File: src/rtl/register_file_p.sv
// Multi-port register file with a saturating write counter.
// Define REGFILE_BYPASS_EN to forward write data to matching read ports.
module register_file_p #(
    parameter int WIDTH = 8,
    parameter int AW    = 3
) (
    input  logic             clk,
    input  logic             reset_n,
    input  logic             we,
    input  logic [AW-1:0]    wAddr,
    input  logic [WIDTH-1:0] wData,
    input  logic             clr,
    input  logic [AW-1:0]    rAddr0,
    input  logic [AW-1:0]    rAddr1,
    output logic [WIDTH-1:0] rData0,
    output logic [WIDTH-1:0] rData1,
    output logic [7:0]       wr_cnt
);

    localparam int DEPTH = 2 ** AW;

    logic [WIDTH-1:0] regs_q [DEPTH];
    logic [WIDTH-1:0] regs_d [DEPTH];
    logic [7:0]       cnt_q;
    logic [7:0]       cnt_d;
    logic             wr_en;

    assign wr_en = we && !clr;

    always_comb begin
        for (int i = 0; i < DEPTH; i++) begin
            regs_d[i] = regs_q[i];
        end
        cnt_d = cnt_q;
        if (clr) begin
            for (int i = 0; i < DEPTH; i++) begin
                regs_d[i] = '0;
            end
            cnt_d = '0;
        end else if (we) begin
            regs_d[wAddr] = wData;
            if (cnt_q != 8'hFF) begin
                cnt_d = cnt_q + 8'd1;
            end
        end
    end

    always_ff @(posedge clk or negedge reset_n) begin
        if (!reset_n) begin
            for (int i = 0; i < DEPTH; i++) begin
                regs_q[i] <= '0;
            end
            cnt_q <= '0;
        end else begin
            for (int i = 0; i < DEPTH; i++) begin
                regs_q[i] <= regs_d[i];
            end
            cnt_q <= cnt_d;
        end
    end

    always_comb begin
        rData0 = regs_q[rAddr0];
        rData1 = regs_q[rAddr1];
`ifdef REGFILE_BYPASS_EN
        // clr is never forwarded; stored contents stay visible until the edge
        if (reset_n && wr_en && rAddr0 == wAddr) begin
            rData0 = wData;
        end
        if (reset_n && wr_en && rAddr1 == wAddr) begin
            rData1 = wData;
        end
`endif
    end

    assign wr_cnt = cnt_q;

endmodule
File: config.mk
export PLATFORM = sky130hd
export DESIGN_NAME = register_file_p
export DESIGN_NICKNAME = d
export VERILOG_FILES = /design/src/rtl/register_file_p.sv
export SDC_FILE = /design/constraint.sdc
export NUM_CORES = 1
export LEC_CHECK = 0
export CORE_UTILIZATION = 38
export CTS_CLUSTER_DIAMETER = 80
export CTS_CLUSTER_SIZE = 24
export DETAILED_ROUTE_END_ITERATION = 8
export GPL_ROUTABILITY_DRIVEN = 1
export SLEW_MARGIN = 0
export SYNTH_ARGS = -nofsm -noshare
export SYNTH_HDL_FRONTEND = slang
export SYNTH_SLANG_ARGS = --single-unit
export TNS_END_PERCENT = 30
File: constraint.sdc
create_clock -name clk -period 3.18 [get_ports clk]
set_clock_uncertainty 0.2 [all_clocks]
set_input_delay 0.477 -clock clk [delete_from_list [all_inputs] [get_ports clk]]
set_output_delay 0.477 -clock clk [all_outputs]
set_load 0.1 [all_outputs]
[Yosys cells after proc, flatten, opt, wreduce, memory -nomap -nowiden]
Cells that the tools add are included.
Storage, ports and cells
  register bits: 72
  bits of input ports: 21
  output and inout port bits: 24
Cells by class
  add/subtract/negate cells: 1
  $lt $le $gt $ge: 4
  eq/ne operators: 1
  mux-type cells: 14
  bitwise gates (word level): 3
  reduce and logical (&&, ||, !) cells: 4
Operators with widths (count)
  64-bit two-way mux: 2
  64-bit bitwise mux: 1
  8-bit two-way mux: 8
  8-bit binary-select mux with 3-bit select: 2
  8-bit demux with 3-bit select: 1
  4-bit greater-or-equal comparator, second input constant: 3
  3-bit inverter with 4-bit output: 3
  8-bit by 1-bit adder with 8-bit output, second input constant: 1
  8-bit inequality test, second input constant: 1
  4-bit by 1-bit less-than comparator with 1-bit output, second input constant: 1
  2-bit nonzero test: 2
  2-bit AND reduction: 1
  1-bit logical AND: 1

[Depth between registers and ports, before layout]
Gate-level depths: netlist (run 1).
  depth after elaboration: 8
  gate-level depth with buffers: 5
  gate-level depth less buffers: 4

[Worst setup path after synthesis (run 1)]
OpenSTA, ideal clock, no wires.
  kind: input -> output
  start: in rAddr0[0]
  end: out rData0[0]
  data arrival time: 1.734 ns
  required time: 2.503 ns
  path slack: 0.769 ns
  cell stages on the path: 4
  cell sequence: buf_6 -> buf_12 -> mux4_1 -> mux2_2
On the way
  word-level cells in the longest chain between the ends: 4
Ends and longest elaborated chain
  from (decl): line 13  | input logic [AW-1:0] rAddr0,
  3-bit inverter with 4-bit output (implied by the code): line 63  | rData0 = regs_q[rAddr0];
  8-bit binary-select mux with 3-bit select: line 63
  8-bit two-way mux (implied by the code) (2 in series): line 63
  to (decl): line 15  | output logic [WIDTH-1:0] rData0,
Every way passes these cells. The select of a mux whose other input is x is not followed.

[Final worst setup path (run 1)]
  start: in rAddr1[0]
  end: out rData1[7]
On the way
  word-level cells in the longest chain between the ends: 4
Ends and longest elaborated chain
  from (decl): line 14  | input logic [AW-1:0] rAddr1,
  3-bit inverter with 4-bit output (implied by the code): line 64  | rData1 = regs_q[rAddr1];
  8-bit binary-select mux with 3-bit select: line 64
  8-bit two-way mux (implied by the code) (2 in series): line 64
  to (decl): line 16  | output logic [WIDTH-1:0] rData1,
Every way passes these cells. The select of a mux whose other input is x is not followed.

==> impl_metrics.ini, run 1 <==
[status]
outcome = finished, final reports clean

[drt]
postRouteWirelength_um = 11030
drt_pass1_iterations = 4
final_antenna_net_count = 0
wl_per_cell_um = 20.10
drt-initial-drc-count = 147
routed_via_density = 5.707
drc = 0
routed-via-count = 3133

[synth]
yosys_warnings = 0
syn_avg_cell_area_um2 = 11.23
post_synth_inst_count = 378
syn_area_um2 = 4245
mappedNetlistNets = 400
yosysSeqAreaShare_pct = 42.44
ys_seq_elements = 72
synth_cell_types = 36

[global_route]
antenna_found_initial = 0
grt_start_max_net_pins = 64
global_route_wire_length_before_repair_um = 17550
gr-usage-all-layers_pct = 20.44
first_global_vias = 3193
global_route.overflow_total = 0

[critical_path]
critical_path.max_fanout = 16
rr_endpoint = wr_cnt[0]$_DFFE_PN0P_
setup.reg_to_reg.worst_slack_ns = 1.40
crit_top_cell = sky130_fd_sc_hd__buf_12
crit-reg2reg-launch = wr_cnt[3]$_DFFE_PN0P_
slowest_stage = sky130_fd_sc_hd__mux4_1
timing.critical_path.cells = clkdlybuf4s50_1, buf_12, mux4_1, mux2_2, buf_12
cp_slowest_stage_delay_ns = 0.62
crit_type = input pin to output pin
crit_path_start = rAddr1[0]
timing.critical_path.to = rData1[7]
r2r_cells = 3
critical_path.startpoint_type = input pin
required_ns = 2.50
worst-endpoint-arrival_ns = 2.28
cp-end-kind = output pin

[sta]
worst_slew_pin_slew_ns = 0.6246
clock.fmax_ghz = 0.3377
time_the_final_worst_path_needs_with_i_o_delays_and_setup_ns = 2.962
setup-tns-final_ns = 0
finalCritPeriodShare_pct = 93.13
grt_setup_unrepaired = false
timing.final.hold_violations = 0
maxSlewHeadroom_pct = 58.14
setup_viol = 0
slew_violations = 0

[clock_tree]
cts.htree.levels = 3
cts_resized = 0
tritoncts = done
clock_pin_slew_worst_setup_and_hold_paths_ns = 0.08
cts_post_setup_buffers_inserted = 0
clockBufferDepth = 2
cts-root-buf = sky130_fd_sc_hd__clkbuf_8
hold_buffers = 1
tritoncts_sink_count = 72
cts_made_buffers = 9
clk_latency_worst_skew_pair_ns = 0.35

[floorplan]
dieHeight_um = 107.7
die_boundary_width_um = 107.7
ports = 45
initial_utilization_pct = 39.16
design.die.area_um2 = 11600
fp.coreArea_um2 = 10840
rows = 38

[flow_run]
drv_cap = 0

[finish]
post_layout_nonfiller_instances = 549
fillerInstances = 1007
layout.nets = 426
layout.cells.most_common_list = sky130_fd_sc_hd__nand2_1 (81), sky130_fd_sc_hd__dfrtp_1 (72), sky130_fd_sc_hd__a21oi_1 (44), sky130_fd_sc_hd__mux4_1 (32), sky130_fd_sc_hd__nor2_1 (27)
num_antenna_cells = 0
synthToLayoutAreaGrowth_pct = 19.83
fraction_of_layout_instances_using_a_drive_strength_above_1_pct = 18.09
mostFrequentLayoutCell = sky130_fd_sc_hd__nand2_1

[power_and_ir_drop]
ir_drop_uv = 220.7
power_density_nw_per_um2 = 375.2
overall_power_consumption_uw = 1909
total_leakage_power_uw = 0.002224

[placed_design]
placed_cells_incl_taps = 532
port_buffers = 44
gp_routability_congestion = 0.7867
hpwl_dp_um = 7108

[min_path]
hold_path_class = input pin to asynchronous set/reset pin
[sequential cells by signal (all words and copies together), names as in the netlist]
name	cells
regs_q	64
wr_cnt	8
[metal layers]
metal / wire [um] / track usage (%) / share of wire [%] / vias to the layer above
met4: 212 / 7.339 / 1.9 / 0
li1: - / - / - / 1430
met5: 0 / 0 / 0 / -
met3: 637 / 2.542 / 5.8 / 21
met2: 5350 / 32.88 / 48 / 100
met1: 4832 / 28.34 / 44 / 1582
[final cells by class]
cell class	count	area [um^2]	share of cell area, %
Multi-Input combinational cell	264	2236	43.95
Sequential cell	72	1802	35.42
Timing Repair Buffer	56	700.7	13.77
Tap cell	140	175.2	3.443
Clock buffer	9	123.9	2.435
Clock inverter	7	46.29	0.9100
Inverter	1	3.754	0.07378
[through the flow]
step	worst slack, ns	utilization [%]	cell area (um^2)	hold WS, ns
6_report	0.2184	46.93	5087	0.3280
5_1_grt	0.1856	46.93	5087	0.3462
4_1_cts	0.2109	46.93	5087	0.3238
3_5_place_dp	0.2154	45.27	4907	0.1657
3_3_place_gp	0.2207	45.27	4907	0.1622
2_1_floorplan	0.7695	-	4245	-0.01859
[Yosys cell counts]
cell type,number,area share [%]
sky130_fd_sc_hd__a211oi_1,1,0.18
sky130_fd_sc_hd__a21oi_1,44,5.2
sky130_fd_sc_hd__a311oi_1,1,0.21
sky130_fd_sc_hd__a31oi_1,1,0.15
sky130_fd_sc_hd__a41oi_1,1,0.21
sky130_fd_sc_hd__and4_1,3,0.62
sky130_fd_sc_hd__and4b_1,4,0.94
sky130_fd_sc_hd__buf_1,2,0.18
sky130_fd_sc_hd__buf_12,2,0.94
sky130_fd_sc_hd__buf_2,9,1.1
sky130_fd_sc_hd__buf_6,3,0.80
sky130_fd_sc_hd__clkbuf_1,23,2.0
sky130_fd_sc_hd__clkbuf_2,2,0.24
sky130_fd_sc_hd__dfrtp_1,72,42
sky130_fd_sc_hd__ha_1,1,0.29
sky130_fd_sc_hd__inv_1,1,0.088
sky130_fd_sc_hd__mux2_1,1,0.27
sky130_fd_sc_hd__mux2_2,17,4.5
sky130_fd_sc_hd__mux2i_1,25,5.9
sky130_fd_sc_hd__mux4_1,32,20
sky130_fd_sc_hd__nand2_1,81,7.2
sky130_fd_sc_hd__nand2b_1,3,0.44
sky130_fd_sc_hd__nand3_1,2,0.24
sky130_fd_sc_hd__nand4_1,3,0.44
sky130_fd_sc_hd__nand4b_1,3,0.62
sky130_fd_sc_hd__nor2_1,27,2.4
sky130_fd_sc_hd__nor2b_1,2,0.29
sky130_fd_sc_hd__nor3_1,2,0.24
sky130_fd_sc_hd__nor3b_1,1,0.18
sky130_fd_sc_hd__nor4b_1,1,0.21
sky130_fd_sc_hd__nor4b_2,1,0.35
sky130_fd_sc_hd__nor4bb_1,3,0.71
sky130_fd_sc_hd__o21ai_0,1,0.12
sky130_fd_sc_hd__o21bai_1,1,0.18
sky130_fd_sc_hd__or4_1,1,0.18
sky130_fd_sc_hd__or4b_1,1,0.24
[critical path, delay by kind of cell]
family	cells	cell delay, ns
buffers and inverters	3	0.86
muxes	2	0.94
[how the worst min path moves through the flow]
stage / end / cells past startpoint / slack [ns] / startpoint
after global placement: wr_cnt[6]$_DFFE_PN0P_ / 1 / 0.16 / reset_n
after detailed placement: wr_cnt[6]$_DFFE_PN0P_ / 1 / 0.17 / reset_n
after CTS: wr_cnt[2]$_DFFE_PN0P_ / 2 / 0.32 / reset_n
after global routing: wr_cnt[6]$_DFFE_PN0P_ / 2 / 0.35 / reset_n
final: wr_cnt[6]$_DFFE_PN0P_ / 2 / 0.33 / reset_n
after floorplan: regs_q[0]$_DFFE_PN0P_ / 0 / -0.02 / reset_n
[report_power, final]
part / total, uW / internal, uW / switching, uW
Combinational: 307 / 118 / 189
Sequential: 950 / 933 / 16.2
Clock: 652 / 281 / 371
Total: 1910 / 1330 / 577
[cell families (layout without fill, tap and decap cells)]
kind of cell / after synthesis / count (layout) / share of synthesized area, %
buffers and inverters: 42 / 73 / 5.334
adders and majority gates: 1 / 1 / 0.2947
DFF: 72 / 72 / 42.44
muxes: 75 / 75 / 30.47
AOI/OAI and AO/OA: 50 / 50 / 6.219
and+or+nand+nor: 138 / 138 / 15.24
No activity file was read; power rests on OpenSTA's default activity.
==> run 2, diff against run 1 <==
Settings changed: CTS_CLUSTER_SIZE 24 to 16, SLEW_MARGIN 0 to 20.
==> results of run 2 <==
Same layout as run 1: the final DEF is identical, and so are final timing and power.
